File: config.mk
export PLATFORM = sky130hd
export DESIGN_NAME = irq_sequencer_flat
export DESIGN_NICKNAME = d
export VERILOG_FILES = /design/src/rtl/irq_sequencer_pkg.sv /design/src/rtl/irq_sequencer_if.sv /design/src/rtl/irq_sequencer_edge_capture.sv /design/src/rtl/irq_sequencer.sv /design/src/flat_wrapper.sv
export SDC_FILE = /design/constraint.sdc
export NUM_CORES = 1
export LEC_CHECK = 0
export BUFFER_PORTS_ARGS = -buffer_cell sky130_fd_sc_hd__buf_4
export CORE_UTILIZATION = 35
export CTS_CLUSTER_DIAMETER = 80
export DETAILED_ROUTE_END_ITERATION = 8
export MAX_ROUTING_LAYER = met4
export SKIP_LAST_GASP = 1
export SYNTH_ARGS = -nofsm -noshare
export SYNTH_HDL_FRONTEND = slang
export SYNTH_SLANG_ARGS = --single-unit
File: constraint.sdc
create_clock -name clk -period 2.05 [get_ports clk]
set_input_delay 0.3075 -clock clk [delete_from_list [all_inputs] [get_ports clk]]
set_output_delay 0.3075 -clock clk [all_outputs]
set_load 0.02 [all_outputs]
File: src/rtl/irq_sequencer_pkg.sv
// Shared constants for the vectored interrupt sequencer: default sizes,
// vector layout and FSM state encoding.
package irq_sequencer_pkg;

    localparam int          DEF_NUM_IRQ    = 3;
    localparam int          DEF_ADDR_BITS  = 32;
    localparam logic [31:0] DEF_VEC_BASE   = 32'h0000_0800;
    localparam logic [31:0] DEF_VEC_STRIDE = 32'h0000_0100;

    localparam logic [0:0] ST_IDLE    = 1'b0;
    localparam logic [0:0] ST_SERVICE = 1'b1;

    // Width of a line index; a single-line build still needs one bit.
    function automatic int sel_bits(input int n);
        return (n > 1) ? $clog2(n) : 1;
    endfunction

endpackage

File: src/rtl/irq_sequencer_if.sv
// Bundle between the core's PC path and the interrupt sequencer; the core
// side is the master, the sequencer the slave.
interface irq_sequencer_if
    import irq_sequencer_pkg::*;
#(
    parameter int NUM_IRQ   = DEF_NUM_IRQ,
    parameter int ADDR_BITS = DEF_ADDR_BITS
);
    // There is no valid/ready pair: pc_en is the only qualifier. A redirect
    // (vector take or ERET return) happens only in a cycle with pc_en=1, and
    // pc_redirect is valid combinationally in that same cycle; the core must
    // load pc_redirect_addr on that edge instead of pc_next.
    logic [NUM_IRQ-1:0]   irq_in;
    logic                 pc_en;
    logic [ADDR_BITS-1:0] pc_next;
    logic                 eret;
    logic                 mask_we;
    logic [NUM_IRQ-1:0]   mask_wdata;
    logic                 pc_redirect;
    logic [ADDR_BITS-1:0] pc_redirect_addr;
    logic [ADDR_BITS-1:0] epc;
    logic [NUM_IRQ-1:0]   pending;
    logic [NUM_IRQ-1:0]   in_service;
    logic [31:0]          irq_count;
    logic [0:0]           state_dbg;
    logic [NUM_IRQ-1:0]   mask_dbg;

    modport master (
        output irq_in, pc_en, pc_next, eret, mask_we, mask_wdata,
        input  pc_redirect, pc_redirect_addr, epc, pending, in_service,
               irq_count, state_dbg, mask_dbg
    );

    modport slave (
        input  irq_in, pc_en, pc_next, eret, mask_we, mask_wdata,
        output pc_redirect, pc_redirect_addr, epc, pending, in_service,
               irq_count, state_dbg, mask_dbg
    );

endinterface

File: src/rtl/irq_sequencer_edge_capture.sv
// Rising-edge detector per interrupt line feeding a pending latch; a new
// edge wins over a clear of the same bit in the same cycle.
module irq_edge_capture
    import irq_sequencer_pkg::*;
#(
    parameter int NUM_IRQ = DEF_NUM_IRQ
) (
    input  logic               clk,
    input  logic               rst,
    input  logic [NUM_IRQ-1:0] irq_in,
    input  logic [NUM_IRQ-1:0] clr_onehot,
    output logic [NUM_IRQ-1:0] pending
);

    logic [NUM_IRQ-1:0] irq_prev;
    logic [NUM_IRQ-1:0] rise;

    assign rise = irq_in & ~irq_prev;

    always_ff @(posedge clk) begin
        if (rst) begin
            irq_prev <= '0;
            pending  <= '0;
        end else begin
            irq_prev <= irq_in;
            pending  <= (pending & ~clr_onehot) | rise;
        end
    end

endmodule

File: src/rtl/irq_sequencer.sv
// Vectored interrupt sequencer: picks the highest-priority enabled pending
// line at an instruction boundary, redirects the PC and tracks EPC / ERET.
module irq_sequencer
    import irq_sequencer_pkg::*;
#(
    parameter int                   NUM_IRQ    = DEF_NUM_IRQ,
    parameter int                   ADDR_BITS  = DEF_ADDR_BITS,
    parameter logic [ADDR_BITS-1:0] VEC_BASE   = ADDR_BITS'(DEF_VEC_BASE),
    parameter logic [ADDR_BITS-1:0] VEC_STRIDE = ADDR_BITS'(DEF_VEC_STRIDE)
) (
    input  logic            clk,
    input  logic            rst,
    irq_sequencer_if.slave  bus
);

    localparam int SEL_W = sel_bits(NUM_IRQ);

    logic [0:0]           state;
    logic [NUM_IRQ-1:0]   mask;
    logic [NUM_IRQ-1:0]   pending;
    logic [NUM_IRQ-1:0]   eligible;
    logic [NUM_IRQ-1:0]   sel_onehot;
    logic [NUM_IRQ-1:0]   clr_onehot;
    logic [NUM_IRQ-1:0]   in_service;
    logic [SEL_W-1:0]     sel;
    logic                 take;
    logic                 ret;
    logic [ADDR_BITS-1:0] epc;
    logic [ADDR_BITS-1:0] vec_addr;
    logic [31:0]          irq_count;

    irq_edge_capture #(.NUM_IRQ(NUM_IRQ)) u_edge_capture (
        .clk        (clk),
        .rst        (rst),
        .irq_in     (bus.irq_in),
        .clr_onehot (clr_onehot),
        .pending    (pending)
    );

    // Lowest index wins, so scan downwards and let the last hit stand.
    always_comb begin
        eligible = pending & mask;
        sel      = '0;
        for (int i = NUM_IRQ - 1; i >= 0; i--) begin
            if (eligible[i]) sel = SEL_W'(i);
        end
    end

    // Redirect depends only on state, pc_en, eret and eligible, never pc_next.
    assign take       = !rst && (state == ST_IDLE) && bus.pc_en && (|eligible);
    assign ret        = !rst && (state == ST_SERVICE) && bus.pc_en && bus.eret;
    assign sel_onehot = NUM_IRQ'(1) << sel;
    assign clr_onehot = take ? sel_onehot : '0;
    assign vec_addr   = VEC_BASE + ADDR_BITS'(sel) * VEC_STRIDE;

    assign bus.pc_redirect      = take | ret;
    assign bus.pc_redirect_addr = ret ? epc : vec_addr;
    assign bus.epc              = epc;
    assign bus.pending          = pending;
    assign bus.in_service       = in_service;
    assign bus.irq_count        = irq_count;
    assign bus.state_dbg        = state;
    assign bus.mask_dbg         = mask;

    always_ff @(posedge clk) begin
        if (rst) begin
            state      <= ST_IDLE;
            mask       <= '1;
            epc        <= '0;
            in_service <= '0;
            irq_count  <= '0;
        end else begin
            if (bus.mask_we) mask <= bus.mask_wdata;
            if (take) begin
                state      <= ST_SERVICE;
                epc        <= bus.pc_next;
                in_service <= sel_onehot;
                irq_count  <= irq_count + 32'd1;
            end else if (ret) begin
                state      <= ST_IDLE;
                in_service <= '0;
            end
        end
    end

endmodule

File: src/flat_wrapper.sv
// flat-port wrapper written by rule: the top's interface ports become plain ports
module irq_sequencer_flat import irq_sequencer_pkg::*;
#(
    parameter int                   NUM_IRQ    = DEF_NUM_IRQ,
    parameter int                   ADDR_BITS  = DEF_ADDR_BITS,
    parameter logic [ADDR_BITS-1:0] VEC_BASE   = ADDR_BITS'(DEF_VEC_BASE),
    parameter logic [ADDR_BITS-1:0] VEC_STRIDE = ADDR_BITS'(DEF_VEC_STRIDE)
)
  (clk, rst, bus_irq_in, bus_pc_en, bus_pc_next, bus_eret, bus_mask_we, bus_mask_wdata, bus_pc_redirect, bus_pc_redirect_addr, bus_epc, bus_pending, bus_in_service, bus_irq_count, bus_state_dbg, bus_mask_dbg);
  irq_sequencer_if #(.NUM_IRQ(NUM_IRQ), .ADDR_BITS(ADDR_BITS)) bus_i ();
  input  logic clk;
  input  logic rst;
  input wire logic [$bits(bus_i.irq_in)-1:0] bus_irq_in;
  input wire logic [$bits(bus_i.pc_en)-1:0] bus_pc_en;
  input wire logic [$bits(bus_i.pc_next)-1:0] bus_pc_next;
  input wire logic [$bits(bus_i.eret)-1:0] bus_eret;
  input wire logic [$bits(bus_i.mask_we)-1:0] bus_mask_we;
  input wire logic [$bits(bus_i.mask_wdata)-1:0] bus_mask_wdata;
  output wire logic [$bits(bus_i.pc_redirect)-1:0] bus_pc_redirect;
  output wire logic [$bits(bus_i.pc_redirect_addr)-1:0] bus_pc_redirect_addr;
  output wire logic [$bits(bus_i.epc)-1:0] bus_epc;
  output wire logic [$bits(bus_i.pending)-1:0] bus_pending;
  output wire logic [$bits(bus_i.in_service)-1:0] bus_in_service;
  output wire logic [$bits(bus_i.irq_count)-1:0] bus_irq_count;
  output wire logic [$bits(bus_i.state_dbg)-1:0] bus_state_dbg;
  output wire logic [$bits(bus_i.mask_dbg)-1:0] bus_mask_dbg;
  assign bus_i.irq_in = bus_irq_in;
  assign bus_i.pc_en = bus_pc_en;
  assign bus_i.pc_next = bus_pc_next;
  assign bus_i.eret = bus_eret;
  assign bus_i.mask_we = bus_mask_we;
  assign bus_i.mask_wdata = bus_mask_wdata;
  assign bus_pc_redirect = bus_i.pc_redirect;
  assign bus_pc_redirect_addr = bus_i.pc_redirect_addr;
  assign bus_epc = bus_i.epc;
  assign bus_pending = bus_i.pending;
  assign bus_in_service = bus_i.in_service;
  assign bus_irq_count = bus_i.irq_count;
  assign bus_state_dbg = bus_i.state_dbg;
  assign bus_mask_dbg = bus_i.mask_dbg;
  irq_sequencer #(.NUM_IRQ(NUM_IRQ), .ADDR_BITS(ADDR_BITS), .VEC_BASE(VEC_BASE), .VEC_STRIDE(VEC_STRIDE)) u_core (.clk(clk), .rst(rst), .bus(bus_i));
endmodule
==> results.tsv <==
stage	metric	value	unit
run_status	status	complete, but fails checks	
run_status	failing checks	negative setup slack	
grt	number of global-route vias before repair	3332	
worst_setup_path	CP peak stage delay	570	ps
timing	final worst path period share	103	%
place	Post-DP HPWL	7700	um
timing	unrepaired setup endpoints after global routing	true	
detailed_routing	vias per cell	5.07	
grt	GR Util All Layers	21.4	%
worst_setup_path	WP data required	2320	ps
yosys	synth unique cells	37	
timing	Least-Margin Pin Slew	500	ps
yosys	fraction of registers with async set/reset	0	%
yosys	Synth Warn #	0	
place	Port-buffer cells	149	
cts	CTS root buf	clkbuf_8	
worst_setup_path	Worst Setup Start Kind	flip-flop	
cts	worst-case clock buffer depth	2	
timing	final setup fails	3	
final_layout	P&R area growth vs syn	53.5	%
final_layout	number of fill cells	915	
floorplan	core area	0.00937	mm^2
run	max-cap viol count	0	
yosys	Post-synth EDFFs	0	
worst_setup_path	WP data arrival	2370	ps
pwr	Lkg Pwr	2.23	nW
grt	initial antenna violation count	0	
detailed_routing	remaining antenna violation count	0	
final_layout	most frequent cells in the layout	193 x buf_4, 86 x nand2_1, 68 x dfxtp_1	
cts	TritonCTS clock tree	done	
pwr	worst vdd ir	0.271	mV
detailed_routing	final wirelength	10800	um
worst_setup_path	most used cell, CP	or4_4	
timing	Clock Skew	7.05	ps
timing	post-route minimum period	2100	ps
place	gpl congestion	0.848	
hold_path	Hold/Removal Path Class	input port to flip-flop	
detailed_routing	WL per Instance	14.7	um
final_layout	Diodes inserted	0	
worst_setup_path	r2r setup slk	-50	ps
cts	clock latency on the worst-skew pair	340	ps
worst_setup_path	RR Startpoint	u_core.bus.irq_count[0]$_SDFFE_PP0P_	
detailed_routing	DRC	0	
grt	GRT Residual Overflow	0	
hold_path	Hold Crit Start	bus_irq_in[0]	
worst_setup_path	worst-path cell chain	ha_4 > nand4_1 > or4_4 > buf_8 > or4_4 > a21oi_2	
worst_setup_path	Crit Path Max Fanout	11	
worst_setup_path	CP endpoint kind	flip-flop	
timing	Slew HR	66.6	%
grt	first-pass GRT wire length	16600	um
yosys	sequential share of the synthesized area	44.9	%
final_layout	layout cell share with drive strength beyond 1	39.8	%
worst_setup_path	crit path buf inv count	1	
final_layout	FF/Latch Area	0.00156	mm^2
yosys	syn nets	469	
detailed_routing	via count	3747	
detailed_routing	first-pass detailed-route iteration total	4	
timing	Pins Over Slew Limit	0	
detailed_routing	Initial DRC Count	159	
grt	largest net degree at the start of global routing	48	
floorplan	die area	0.0102	mm^2
yosys	Synth Area per Inst	8.07	um^2
yosys	Post-Syn Instances	425	
worst_setup_path	delay-heaviest family, CP	simple AND/OR/NAND/NOR gates	
timing	Peak Freq	0.476	GHz
pwr	PwrDens	559	mW/mm^2
final_layout	Nets	651	
floorplan	die height	101	um
final_layout	commonest non-fill, non-tap cell in the layout	buf_4	
cts	CTS Buf Count	9	
floorplan	Top Ports	150	
place	dpl ws	-174	ps
worst_setup_path	Crit-path slowest cell	or4_4	
timing	Final Hold Vio Count	0	
worst_setup_path	kind of critical path	flip-flop to flip-flop	
floorplan	die extent in x	101	um
cts	H-tree levels	3	
floorplan	initial core utilization	36.6	%
final_layout	multi-input combinational cell area	0.00186	mm^2
timing	worst setup margin	-51.5	ps
yosys	ys flop type	dfxtp_1	
floorplan	# rows	35	
yosys	FF+latch count, synth	77	
cts	CTS Sinks	77	
cts	clk slew on worst S/H paths	80	ps
worst_setup_path	CP Launch Point	u_core.bus.irq_count[0]$_SDFFE_PP0P_	
pwr	Pwr Total	0.00294	W
yosys	synthesized cell area	0.00343	mm^2
[state kept, by name, summed over array words and instances (netlist names)]
| signal | flops |
|---|---|
| u_core.u_edge_capture.irq_prev | 3 |
| u_core.bus.mask_dbg | 3 |
| u_core.bus.state_dbg | 1 |
| u_core.bus.irq_count | 32 |
| u_core.bus.in_service | 3 |
| u_core.bus.epc | 32 |
| u_core.u_edge_capture.pending | 3 |
[worst register-to-register path: stages, from the launching register on]
cell and delay (ps):
dfxtp_2 360, ha_4 140, nand4_1 190, or4_4 570, buf_8 160, or4_4 480, a21oi_2 140
[stage by stage]
stage               instances  setup TNS, ps  cell area (um^2)  utilization [%]  hold WS (ps)
detailed placement        712          -1700              4920             52.5           464
global placement          712          -1180              4920             52.5           457
finish                    739          -72.9              5270             56.2           192
global route              739           -342              5270             56.2           186
floorplan                 425          -29.7              3490                -           429
CTS                       732          -53.1              5140             54.9           179
[power breakdown]
group	switching (W)	total [W]	internal (W)
Combinational	0.000221	0.000424	0.000203
Sequential	0.0000340	0.00158	0.00154
Clock	0.000521	0.000943	0.000422
[kinds of logic (layout without fill, tap and decap cells)]
family / after synthesis / count (layout) / share of synthesized area [%]
AO/OA/AOI/OAI: 84 / 84 / 14.6
buffers and inverters: 34 / 217 / 3.98
multiplexers: 8 / 8 / 2.48
flip-flops: 77 / 77 / 44.9
adder cells (fa/ha/maj): 1 / 1 / 0.365
XOR/XNOR: 6 / 6 / 1.53
AND/OR/NAND/NOR: 215 / 217 / 32.1
[cell usage after synthesis, types with 6 or more instances]
cell      number  area, um^2
nor2_1        16        60.1
o21ai_0        6        30.0
nand3_1       17        85.1
or4_1         13        97.6
nand4_1       12        75.1
nor2b_1       10        62.6
nor4_1         6        37.5
dfxtp_1       77        1540
nand2_1       86         323
and2_1        31         194
clkbuf_1      24        90.1
o31ai_1       11        82.6
a21oi_1       52         260
[area by class of cell]
cell class,count,area share [%]
Multi-Input combinational cell,316,35.3
Sequential cell,77,29.5
Inverter,5,0.356
Clock inverter,3,0.285
Tap cell,129,3.07
Clock buffer,11,2.50
Timing Repair Buffer,198,29.0
[path summary, 6_finish.rpt]
check                                                 endpoint  cells after the start
hold / removal    u_core.u_edge_capture.irq_prev[0]$_SDFF_PP0_                      2
hold reg to reg                u_core.bus.epc[19]$_SDFFE_PP0P_                      2
setup reg to reg         u_core.bus.irq_count[28]$_SDFFE_PP0P_                      6
setup / recovery         u_core.bus.irq_count[28]$_SDFFE_PP0P_                      6
[routing by layer]
| metal | global-route usage (%) | routed length (um) | vias up |
|---|---|---|---|
| met4 | 7.58 | 144 | 0 |
| met1 | 28.7 | 5070 | 1772 |
| met3 | 3.47 | 528 | 12 |
| met5 | - | 0 | - |
| met2 | 32.5 | 5100 | 103 |
| li1 | - | - | 1860 |
[repair_timing]
action                     in CTS  in global routing
pin swaps                       1                  9
hold buffers                    0                  0
gates resized for setup         4                 16
setup endpoints to repair      11                 17
gates cloned                    1                  1
buffers inserted                5                  6
No activity file was read; power rests on OpenSTA's default activity.
